$ cat src/rtl/narrow_pkg.sv
// Shared types and the 16->12 signed narrowing function.
// SIGN_NARROW_SAT_EN selects saturation of out-of-range values; the default build truncates.
package narrow_pkg;

   localparam int IN_W  = 16;
   localparam int OUT_W = 12;

   localparam logic [OUT_W-1:0] SAT_MAX = 12'h7FF;
   localparam logic [OUT_W-1:0] SAT_MIN = 12'h800;

   typedef struct packed {
      logic [OUT_W-1:0] data;
      logic             ovf;
   } entry_t;

   typedef enum logic [1:0] {
      ST_EMPTY = 2'd0,
      ST_ONE   = 2'd1,
      ST_FULL  = 2'd2
   } skid_state_t;

   // A value fits in 12 signed bits exactly when the top five bits are all copies of the sign.
   function automatic entry_t narrow(input logic [IN_W-1:0] d);
      entry_t e;
      logic   fits;
      fits  = (d[IN_W-1:OUT_W-1] == {(IN_W-OUT_W+1){d[IN_W-1]}});
      e.ovf = ~fits;
`ifdef SIGN_NARROW_SAT_EN
      if (fits)
         e.data = d[OUT_W-1:0];
      else
         e.data = d[IN_W-1] ? SAT_MIN : SAT_MAX;
`else
      e.data = d[OUT_W-1:0];
`endif
      return e;
   endfunction

endpackage

$ cat src/rtl/skid_buf.sv
// Two-entry skid buffer (main + skid register) with registered in_ready/out_valid.
// state    | meaning
// ST_EMPTY | no entry held, out_valid low
// ST_ONE   | main register valid, skid empty
// ST_FULL  | main and skid valid, in_ready low
module skid_buf
   import narrow_pkg::*;
#(
   parameter type entry_type = narrow_pkg::entry_t
) (
   input  logic      clk,
   input  logic      rst_n,
   input  logic      in_valid,
   output logic      in_ready,
   input  entry_type in_entry,
   output logic      out_valid,
   input  logic      out_ready,
   output entry_type out_entry
);

   skid_state_t state;
   entry_type   main_q;
   entry_type   skid_q;
   logic        in_xfer;

   assign in_xfer   = in_valid & in_ready;
   assign out_entry = main_q;

   always_ff @(posedge clk or negedge rst_n) begin
      if (!rst_n) begin
         state     <= ST_EMPTY;
         out_valid <= 1'b0;
         in_ready  <= 1'b0;
         main_q    <= '0;
         skid_q    <= '0;
      end else begin
         case (state)
            ST_EMPTY: begin
               in_ready <= 1'b1;
               if (in_xfer) begin
                  main_q    <= in_entry;
                  out_valid <= 1'b1;
                  state     <= ST_ONE;
               end
            end
            ST_ONE: begin
               if (in_xfer && !out_ready) begin
                  skid_q   <= in_entry;
                  in_ready <= 1'b0;
                  state    <= ST_FULL;
               end else if (in_xfer) begin
                  main_q <= in_entry;
               end else if (out_ready) begin
                  out_valid <= 1'b0;
                  state     <= ST_EMPTY;
               end
            end
            ST_FULL: begin
               if (out_ready) begin
                  main_q   <= skid_q;
                  in_ready <= 1'b1;
                  state    <= ST_ONE;
               end
            end
            default: begin
               out_valid <= 1'b0;
               in_ready  <= 1'b0;
               state     <= ST_EMPTY;
            end
         endcase
      end
   end

endmodule

$ cat src/rtl/sign_narrow_16to12.sv
// Narrows 16-bit signed samples to 12 bits through a skid buffer and counts overflows.
// Build option: SIGN_NARROW_SAT_EN (saturate instead of truncate; see narrow_pkg).
module sign_narrow_16to12
   import narrow_pkg::*;
#(
   parameter int CNT_W = 8
) (
   input  logic              clk,
   input  logic              rst_n,
   input  logic              in_valid,
   output logic              in_ready,
   input  logic [IN_W-1:0]   in_data,
   output logic              out_valid,
   input  logic              out_ready,
   output logic [OUT_W-1:0]  out_data,
   output logic              out_ovf,
   output logic [CNT_W-1:0]  ovf_cnt,
   input  logic              cnt_clr
);

   localparam logic [CNT_W-1:0] CNT_MAX = {CNT_W{1'b1}};

   entry_t in_entry;
   entry_t out_entry;
   logic   count_evt;

   assign in_entry  = narrow(in_data);
   assign count_evt = in_valid & in_ready & in_entry.ovf;
   assign out_data  = out_entry.data;
   assign out_ovf   = out_entry.ovf;

   skid_buf #(
      .entry_type (entry_t)
   ) u_skid (
      .clk       (clk),
      .rst_n     (rst_n),
      .in_valid  (in_valid),
      .in_ready  (in_ready),
      .in_entry  (in_entry),
      .out_valid (out_valid),
      .out_ready (out_ready),
      .out_entry (out_entry)
   );

   // A clear coinciding with an overflow leaves that overflow counted.
   always_ff @(posedge clk or negedge rst_n) begin
      if (!rst_n)
         ovf_cnt <= '0;
      else if (cnt_clr)
         ovf_cnt <= count_evt ? CNT_W'(1) : '0;
      else if (count_evt && (ovf_cnt != CNT_MAX))
         ovf_cnt <= ovf_cnt + CNT_W'(1);
   end

endmodule

$ cat config.mk
export PLATFORM = sky130hd
export DESIGN_NAME = sign_narrow_16to12
export DESIGN_NICKNAME = d
export VERILOG_FILES = /design/src/rtl/narrow_pkg.sv /design/src/rtl/skid_buf.sv /design/src/rtl/sign_narrow_16to12.sv
export SDC_FILE = /design/constraint.sdc
export NUM_CORES = 1
export LEC_CHECK = 0
export CAP_MARGIN = 15
export CORE_MARGIN = 2
export CORE_UTILIZATION = 49
export DETAILED_ROUTE_END_ITERATION = 8
export PLACE_DENSITY_LB_ADDON = 0.05
export SLEW_MARGIN = 20
export SYNTH_ARGS = -nofsm -noshare
export SYNTH_HDL_FRONTEND = slang
export SYNTH_SLANG_ARGS = --single-unit
$ cat constraint.sdc
create_clock -name clk -period 2.3 [get_ports clk]
set_clock_uncertainty 0.2 [all_clocks]
set_input_delay 0.46 -clock clk [delete_from_list [all_inputs] [get_ports clk]]
set_output_delay 0.46 -clock clk [all_outputs]
set_load 0.02 [all_outputs]
=== Word-level counts from Yosys, hierarchy flattened ===
Cells that the tools add are included.

* Bits of input ports: 21
* Word-level logic and storage cells: 57
* Output and inout bits: 23
* Flip-flop bits (word level): 38

* $add $sub $neg: 1
* Mux-type cells: 21
* Bitwise operators: 4
* Equal/unequal tests: 12
* Reductions and logical operators: 11

{| class="wikitable"
|+ Operators with widths
! cell !! count
|-
| 13-bit 2-to-1 mux || 3
|-
| 13-bit case mux with 3 select lines || 1
|-
| 8-bit 2-to-1 mux || 2
|-
| 2-bit 2-to-1 mux || 5
|-
| 8-bit by 1-bit adder with 8-bit output (second input constant) || 1
|-
| 2-bit inequality test (second input constant) || 4
|-
| 8-bit inequality test (second input constant) || 1
|-
| 1-bit 2-to-1 mux || 7
|-
| 1-bit case mux with 3 select lines || 2
|-
| 2-bit case mux with 3 select lines || 1
|-
| 5-bit AND reduction || 1
|-
| 4-bit == test || 1
|-
| 2-bit by 1-bit inequality test with 1-bit output (second input constant) || 2
|-
| 2-bit AND reduction || 2
|-
| 4-bit AND reduction || 1
|-
| 3-bit by 2-bit inequality test with 1-bit output (second input constant) || 1
|-
| 3-bit inequality test (second input constant) || 1
|-
| 3-bit AND reduction || 1
|-
| 3-bit nonzero test || 1
|-
| 1-bit AND || 2
|-
| 2-bit by 1-bit == test with 1-bit output (second input constant) || 1
|-
| 2-bit == test (second input constant) || 1
|-
| 1-bit logical AND || 2
|-
| 2-bit logical NOT || 1
|-
| other kinds (3) || 4
|}

=== Depth between registers and ports, before layout ===
Gate-level depths: netlist (run 1).

* Depth after elaboration: 6
* Depth in mapped cells: 7
* Gate-level depth less buffers: 5

=== By module ===
From an unflattened synthesis (run 1), not the netlist that was laid out.

* Cells, all modules: 147
* Area, all modules: 1895.6 um^2

{| class="wikitable"
|+ By module, submodules not included
! module !! cells each !! sequential area each (um^2) !! area an instance (um^2) !! times used
|-
| skid_buf || 91 || 750.7 || 1348.8 || 1
|-
| sign_narrow_16to12 || 56 || 200.2 || 546.8 || 1
|}

=== Worst setup path after synthesis (run 1) ===
OpenSTA, ideal clock, no wires.

* Kind: input port to flip-flop
* From: input in_data[11]
* To: register ovf_cnt[0]
* Buffers on the path: 1
* Slack: 0.412 ns
* Stages on the path: 5
* Library setup time: 0.144 ns
* Data required time: 1.956 ns
* Arrival: 1.545 ns
* Path through: or4_1 mux2i_1 buf_4 or3_2 o311ai_4

* Cells in the longest elaborated chain, start to end: 5
* Elaborated cells on any way between the ends: 7
* Those cells by class: 1 x eq/ne; 2 x mux; 2 x bitwise; 2 x reduce/logical

{| class="wikitable"
|+ Ends and longest elaborated chain
! what !! line !! text
|-
| start: declaration || sign_narrow_16to12.sv:12 || <nowiki>input logic [IN_W-1:0] in_data,</nowiki>
|-
| 4-bit == test * || narrow_pkg.sv:26 || <nowiki>fits = (d[IN_W-1:OUT_W-1] == {(IN_W-OUT_W+1){d[IN_W-1]}});</nowiki>
|-
| 1-bit inverter * || narrow_pkg.sv:27 || <nowiki>e.ovf = ~fits;</nowiki>
|-
| 1-bit AND * || sign_narrow_16to12.sv:28 || <nowiki>assign count_evt = in_valid & in_ready & in_entry.ovf;</nowiki>
|-
| 1-bit 2-to-1 mux or 1-bit logical AND (tied branches) || sign_narrow_16to12.sv:50, sign_narrow_16to12.sv:51 ||
|-
| 8-bit 2-to-1 mux or 2-bit nonzero test (tied branches) || - ||
|-
| end signal: assignment || sign_narrow_16to12.sv:50 || <nowiki>ovf_cnt <= count_evt ? CNT_W'(1) : '0;</nowiki>
|-
| end signal: assignment || sign_narrow_16to12.sv:52 || <nowiki>ovf_cnt <= ovf_cnt + CNT_W'(1);</nowiki>
|-
| end: declaration || sign_narrow_16to12.sv:17 || <nowiki>output logic [CNT_W-1:0] ovf_cnt,</nowiki>
|}

Mark *: on every way between the ends. The rest lies on a longest branch, timed or not.
A chain may end at the register's enable or synchronous reset.

=== Worst setup path after layout (run 1) ===
Ends and elaborated chain as after synthesis.

==> tab_implementation.tex, run 1 <==
\begin{tabular}{lr}
\hline
Metric & Value \\
\hline
\multicolumn{2}{l}{\textbf{Run status}} \\
Status & finished, final reports clean \\
\multicolumn{2}{l}{\textbf{Placed design}} \\
Placed wire-length estimate & 2920 um \\
Weighted congestion reported at the end of routability-driven placement & 0.751 \\
Buffers added on ports & 43 \\
\multicolumn{2}{l}{\textbf{Floorplan}} \\
Die Ht & 65.1 um \\
Die Width & 65.1 um \\
Ports placed on the boundary & 44 \\
Initial Utilization & approximately 50\% \\
Standard-cell rows & 22 \\
Floorplan die area & 4240 sq um \\
Floorplan Core Area & 3630 sq um \\
\multicolumn{2}{l}{\textbf{STA}} \\
Transition at the pin with the smallest max-transition slack & 0.437 ns \\
WHS & 0.312 ns \\
Setup repair after global routing missed its margin & no \\
Remaining max-slew budget at the tightest pin & 70.8\% \\
Final max-slew violation count & 0 \\
Max Clock Freq & roughly 0.48 GHz \\
Number of endpoints failing setup at the final stage & 0 \\
Ratio of final minimum period to clock period & 89.9\% \\
Number of hold violations in the final report & 0 \\
Shortest period the worst path allows & a little over 2 ns \\
\multicolumn{2}{l}{\textbf{Power}} \\
Max IR drop VDD & 654 uV \\
Power density of the placed cells & 1100 nW/um\^{}2 \\
Total power draw & 2.70 mW \\
Static Leakage & between 0.9 and 1 nW \\
\multicolumn{2}{l}{\textbf{GRT}} \\
Grt peak-use layer & met2 \\
Global-route wire length before repair & about 6600 um \\
GRT met1 Usage & 25.2\% \\
Largest net degree at the start of global routing & 20 \\
Number of antenna violations at the first check in global routing & 0 \\
Met3 track demand over resource & 4.62\% \\
GRT Residual Overflow & 0 \\
Number of global-route vias before repair & $\sim$1500 \\
M2 GR Usage & 35.4\% \\
Global router's overall resource usage & between 20\% and 30\% \\
\multicolumn{2}{l}{\textbf{Clock tree}} \\
CTS buffer count & 5 \\
CTS sink count & 38 \\
Clock root buffer master & sky130\_fd\_sc\_hd\_\_clkbuf\_8 \\
Maximum clock path buffer count & 2 \\
Worst skew pair latency & around 0.28 ns \\
CTS tree & built \\
H-tree Lvls & 2 \\
Post-CTS Resized & 0 \\
Clock slew at the register clock pins of the worst setup and hold paths & 0.07 ns \\
\multicolumn{2}{l}{\textbf{Min path}} \\
Hold-critical path depth & 1 \\
Worst hold start & u\_skid.skid\_q[9] \\
Worst hold endpoint & u\_skid.skid\_q[9] \\
Hold WC Path Type & reg -> reg \\
\multicolumn{2}{l}{\textbf{Routing}} \\
Iter 0 DRT Violations & 66 \\
Detail-routed via count per cell & 5.35 \\
Sum of routed wire length over all layers & 3880 um \\
1st-pass router iterations & 4 \\
Total DRC errors in the routed layout & 0 \\
Via count & 1422 \\
Antenna viol nets, final & 0 \\
Avg WL per Cell & $\sim$15 um \\
\multicolumn{2}{l}{\textbf{Critical path}} \\
Critical R2R Launch & ovf\_cnt[0] \\
Endpoint required time on the critical path & 2.25 ns \\
Type of destination of the critical path & flop \\
Setup slack of the most critical reg-to-reg path & 0.42 ns \\
Worst Reg-to-Reg Cells & 5 \\
CP arrival & 2.02 ns \\
Largest driver fanout on the critical path & 11 \\
Critical R2R Capture & ovf\_cnt[4] \\
Nature of the critical path startpoint & primary input \\
Class of the most critical setup path & in -> reg \\
\multicolumn{2}{l}{\textbf{Synth}} \\
Synth warn & 0 \\
Synth Instances & 163 \\
Netlist cell types & 34 \\
Mean area per synthesized cell & 11.2 sq um \\
Syn Nets & 185 \\
Post-synth design cell area & around 1800 sq um \\
Share of synthesized area occupied by flip-flops and latches & 51.9\% \\
Number of flip-flops and latches in the synthesized netlist & 38 \\
\multicolumn{2}{l}{\textbf{Final layout}} \\
Antenna diode count & 0 \\
Combined area of the multi-input logic cells & 816 sq um \\
Layout cell share with drive strength beyond 1 & 20.6\% \\
Storage cell area & $\sim$950 sq um \\
Fill count & 296 \\
Final net count & 239 \\
Area Growth Syn to Fin & 34.6\% \\
\multicolumn{2}{l}{\textbf{Job}} \\
Total of max-cap violations & 0 \\
\hline
\end{tabular}
-- registers in the layout, indices dropped and copies added (netlist names) --
signal and flops:
u_skid.out_entry 13, u_skid.skid_q 13, ovf_cnt 8, u_skid.state 2, u_skid.in_ready 1, u_skid.out_valid 1
-- placed cells by master (no fill, tap or decap), types with 2 or more instances in the layout --
cell type	count
sky130_fd_sc_hd__clkdlybuf4s50_1	42
sky130_fd_sc_hd__dfrtp_1	38
sky130_fd_sc_hd__a21oi_1	21
sky130_fd_sc_hd__nor2_1	16
sky130_fd_sc_hd__mux2i_1	15
sky130_fd_sc_hd__mux2_2	14
sky130_fd_sc_hd__buf_4	12
sky130_fd_sc_hd__clkbuf_8	6
sky130_fd_sc_hd__nand3_1	5
sky130_fd_sc_hd__or4_1	5
sky130_fd_sc_hd__inv_1	5
sky130_fd_sc_hd__nand2_1	4
sky130_fd_sc_hd__o31ai_1	4
sky130_fd_sc_hd__nand2b_1	3
sky130_fd_sc_hd__nand4_1	2
sky130_fd_sc_hd__and2_1	2
sky130_fd_sc_hd__a31oi_1	2
sky130_fd_sc_hd__a21o_1	2
-- worst max path at each step --
stage | startpoint | end | cells past startpoint
2_1_floorplan | in_data[11] | ovf_cnt[0] | 5
3_3_place_gp | in_data[11] | ovf_cnt[7] | 5
3_5_place_dp | in_data[11] | ovf_cnt[0] | 6
4_1_cts | in_data[11] | ovf_cnt[0] | 6
5_1_grt | in_data[11] | ovf_cnt[0] | 6
6_report | in_data[11] | ovf_cnt[0] | 6
-- layer usage --
layer / share of wire [%] / wire (um) / up-vias
li1: - / - / 689
met1: 44 / 1720 / 704
met2: 51 / 2000 / 23
met3: 2.5 / 95 / 6
met4: 1.7 / 65 / 0
met5: 0 / 0 / -
-- through the flow --
step	utilization [%]	setup TNS, ns	cells	setup slack (ns)	area, sq um
floorplan	-	0	163	0.412	1830
global placement	65.0	-0.106	257	-0.0339	2360
detailed placement	65.0	-0.277	257	-0.0671	2360
CTS	67.9	0	266	0.237	2470
global route	67.9	0	266	0.144	2470
finish	67.9	0	266	0.232	2470
-- final cells by class --
cell class / count / share of cell area [%]
flip-flops and latches: 38 / 38.6
multi-input cells: 111 / 33.1
repair buffers: 56 / 21.3
clock buffers: 6 / 3.35
well taps: 48 / 2.44
inverters: 5 / 0.761
clock inverters: 2 / 0.507
-- timing repair --
item,4_1_cts,5_1_grt
hold endpoints to repair,17,0
buffers inserted,0,0
hold buffers,1,0
-- report_power, final --
group,switching [mW],internal (mW),leakage (nW)
combinational,0.546,0.575,0.481
sequential,0.171,0.936,0.450
clock,0.232,0.241,0.0472
-- cells in the mapped netlist, drive strengths merged --
cell type   n  area (sq um)
dfrtp      38           951
a21oi      21           105
nor2       18          77.6
mux2i      15           150
mux2       14           158
buf         9          48.8
inv         5          18.8
nand3       5          25.0
or4         5          37.5
nand2       4          15.0
o31ai       4          30.0
nand2b      3          18.8
a21o        2          15.0
a31oi       2          12.5
and2        2          12.5
nand4       2          12.5
o21ai       2          13.8
a211oi      1          12.5
a311oi      1          15.0
a32o        1          10.0
ha          1          12.5
nor2b       1          6.26
nor3        1          10.0
nor4b       1          8.76
o22ai       1          6.26
o311ai      1          26.3
or2         1          6.26
or3         1          7.51
xnor2       1          8.76
-- cell families (layout without fill, tap and decap cells) --
kind of cell / count (synthesis) / after routing / synth area share (%)
AND/OR/NAND/NOR: 44 / 44 / 13.0
XOR/XNOR: 1 / 1 / 0.478
adder cells (fa/ha/maj): 1 / 1 / 0.683
AO/OA/AOI/OAI: 36 / 36 / 13.5
multiplexers: 29 / 29 / 16.8
flip-flops: 38 / 38 / 51.9
buffers and inverters: 14 / 69 / 3.69
-- worst max-delay path: stages --
cell and delay (ns):
sky130_fd_sc_hd__clkdlybuf4s50_1 0.42, sky130_fd_sc_hd__or4_1 0.54, sky130_fd_sc_hd__mux2i_1 0.14, sky130_fd_sc_hd__buf_4 0.20, sky130_fd_sc_hd__or3_2 0.16, sky130_fd_sc_hd__o311ai_4 0.09
Note: power is estimated with default switching activity, not from simulation.
==> inputs of run 2 (changes only) <==
--- a/config.mk
+++ b/config.mk
@@ -10,6 +10,7 @@
 export CORE_UTILIZATION = 49
 export DETAILED_ROUTE_END_ITERATION = 8
 export PLACE_DENSITY_LB_ADDON = 0.05
+export SKIP_CTS_REPAIR_TIMING = 1
 export SLEW_MARGIN = 20
 export SYNTH_ARGS = -nofsm -noshare
 export SYNTH_HDL_FRONTEND = slang
==> tab_implementation.tex, run 2 (synthesis gave the netlist of run 1 again) <==
\begin{tabular}{lr}
\hline
Metric & Value \\
\hline
\multicolumn{2}{l}{\textbf{Placed design}} \\
Placed wire-length estimate & 2920 um (unchanged) \\
Setup slack after placement & -0.0671 ns (unchanged) \\
Weighted congestion reported at the end of routability-driven placement & 0.751 (unchanged) \\
Inst Count DP & 257 (unchanged) \\
Placement-stage cell area & 2360 sq um (unchanged) \\
Buffers added on ports & 43 (unchanged) \\
\multicolumn{2}{l}{\textbf{Critical path}} \\
Termination of the worst setup path & ovf\_cnt[0] \\
Type of destination of the critical path & flop \\
Total number of cells along the worst setup path & 6 (unchanged) \\
Critical R2R Capture & ovf\_cnt[4] \\
CP arrival & 2.06 ns (+0.04 ns) \\
Worst Reg-to-Reg Cells & 5 (unchanged) \\
Critical path's slowest cell & sky130\_fd\_sc\_hd\_\_or4\_1 \\
Nature of the critical path startpoint & primary input \\
Class of the most critical setup path & in -> reg \\
Critical R2R Launch & ovf\_cnt[0] \\
List of cells traversed by the critical path & clkdlybuf4s50\_1 > or4\_1 > mux2i\_1 > buf\_4 > nor2\_4 > o311ai\_4 \\
Setup slack of the most critical reg-to-reg path & 0.42 ns (about the same) \\
Crit. Startpoint & in\_data[11] \\
Endpoint required time on the critical path & 2.29 ns (+0.04 ns) \\
Worst stage delay on the critical path & 0.54 ns (about the same) \\
Largest driver fanout on the critical path & 11 (unchanged) \\
Cell class contributing the biggest share of worst-path delay & buffers and inverters \\
Buffers \& Inverters on Critical Path & 2 (unchanged) \\
\multicolumn{2}{l}{\textbf{Min path}} \\
Hold WC Path Type & reg -> reg \\
\multicolumn{2}{l}{\textbf{Final layout}} \\
Post-layout instance area & 2470 sq um (unchanged) \\
Commonest non-fill, non-tap cells in the layout & sky130\_fd\_sc\_hd\_\_clkdlybuf4s50\_1, sky130\_fd\_sc\_hd\_\_dfrtp\_1, sky130\_fd\_sc\_hd\_\_a21oi\_1, sky130\_fd\_sc\_hd\_\_nor2\_1, sky130\_fd\_sc\_hd\_\_mux2i\_1 \\
Fill count & 296 (unchanged) \\
Antenna diode count & 0 (unchanged) \\
Final net count & 239 (unchanged) \\
Layout cell share with drive strength beyond 1 & 20.6\% (unchanged) \\
Utilization after layout & 67.9\% (unchanged) \\
Most common cell after layout, fill and taps aside & sky130\_fd\_sc\_hd\_\_clkdlybuf4s50\_1 \\
Fin cells & 266 (unchanged) \\
Area Growth Syn to Fin & 34.6\% (unchanged) \\
\multicolumn{2}{l}{\textbf{GRT}} \\
Global router's overall resource usage & 20.6\% (-0.074 points) \\
Global-route wire length before repair & 6620 um (-0.41\%) \\
Number of global-route vias before repair & 1485 (-0.067\%) \\
Largest net degree at the start of global routing & 20 (unchanged) \\
Number of antenna violations at the first check in global routing & 0 (unchanged) \\
GRT Residual Overflow & 0 (unchanged) \\
\multicolumn{2}{l}{\textbf{Floorplan}} \\
Ports placed on the boundary & 44 (unchanged) \\
Standard-cell rows & 22 (unchanged) \\
Floorplan die area & 4240 sq um (unchanged) \\
Initial Utilization & 50.4\% (unchanged) \\
Die Ht & 65.1 um (unchanged) \\
Die Width & 65.1 um (unchanged) \\
Floorplan Core Area & 3630 sq um (unchanged) \\
\multicolumn{2}{l}{\textbf{Job}} \\
Total of max-cap violations & 0 (unchanged) \\
\multicolumn{2}{l}{\textbf{STA}} \\
Setup\_tns & 0 ns (unchanged) \\
Ratio of final minimum period to clock period & 90.0\% (+0.096 points) \\
WHS & 0.312 ns (unchanged) \\
Setup slack of the critical path after layout & 0.230 ns (-0.00220 ns) \\
Number of endpoints failing setup at the final stage & 0 (unchanged) \\
Transition at the pin with the smallest max-transition slack & 0.437 ns (+0.000672 ns) \\
Final max-slew violation count & 0 (unchanged) \\
Setup repair after global routing missed its margin & no \\
Shortest period the worst path allows & 2.07 ns (+0.00220 ns) \\
Number of hold violations in the final report & 0 (unchanged) \\
Max Clock Freq & 0.483 GHz (-0.11\%) \\
Remaining max-slew budget at the tightest pin & 70.8\% (about the same) \\
\multicolumn{2}{l}{\textbf{Routing}} \\
Sum of routed wire length over all layers & 3880 um (+0.13\%) \\
Total DRC errors in the routed layout & 0 (unchanged) \\
Via count & 1420 (-0.14\%) \\
Avg WL per Cell & 14.6 um (+0.13\%) \\
Detail-routed via count per cell & 5.34 (-0.14\%) \\
1st-pass router iterations & 4 (unchanged) \\
Iter 0 DRT Violations & 64 (-3.0\%) \\
Antenna viol nets, final & 0 (unchanged) \\
\multicolumn{2}{l}{\textbf{Run status}} \\
Status & finished, final reports clean \\
\multicolumn{2}{l}{\textbf{Clock tree}} \\
Maximum clock path buffer count & 2 (unchanged) \\
CTS buffer count & 5 (unchanged) \\
Worst skew pair latency & 0.28 ns (about the same) \\
Clock root buffer master & sky130\_fd\_sc\_hd\_\_clkbuf\_8 \\
H-tree Lvls & 2 (unchanged) \\
CTS tree & built \\
Clock slew at the register clock pins of the worst setup and hold paths & 0.07 ns (about the same) \\
CTS sink count & 38 (unchanged) \\
\multicolumn{2}{l}{\textbf{Power}} \\
Power density of the placed cells & 1100 nW/um\^{}2 (about the same) \\
Total power draw & 2.70 mW (about the same) \\
Max IR drop VDD & 654 uV (about the same) \\
Static Leakage & 0.978 nW (unchanged) \\
\hline
\end{tabular}
[run 2: how the worst min path moves through the flow]
stage	startpoint	end	depth (start not counted)
after floorplan	rst_n	ovf_cnt[0]	0
after global placement	rst_n	ovf_cnt[4]	1
after detailed placement	rst_n	ovf_cnt[2]	1
after CTS	rst_n	ovf_cnt[5]	1
final	u_skid.skid_q[9]	u_skid.skid_q[9]	1
after global routing	u_skid.skid_q[7]	u_skid.skid_q[7]	1
[run 2: report_power, final]
part / switching, mW / internal (mW)
Clock: 0.233 / 0.241
Combinational: 0.546 / 0.575
Sequential: 0.171 / 0.936
Total: 0.950 / 1.75
[run 2: worst register-to-register path: cells and delay by family, from the launching register on]
family | cells | cell delay, ns
simple gates | 2 | 0.61
flops | 1 | 0.42
compound gates | 2 | 0.30
fa+ha+maj | 1 | 0.26
[run 2: cell type report]
type,count,area (sq um),share of cell area [%]
tap,48,60.1,2.44
inverter,5,18.8,0.761
timing repair buffer,56,526,21.3
sequential,38,951,38.6
clock inverter,2,12.5,0.507
clock buffer,6,82.6,3.35
multi-input combinational,111,816,33.1
[run 2: per-layer routing]
layer  GRT usage, %  wire (um)  vias to the layer above
li1               -          -                      689
met1           25.1       1730                      702
met2           35.3       1990                       23
met3           4.62         96                        6
met4           8.59         65                        0
met5              0          0                        -
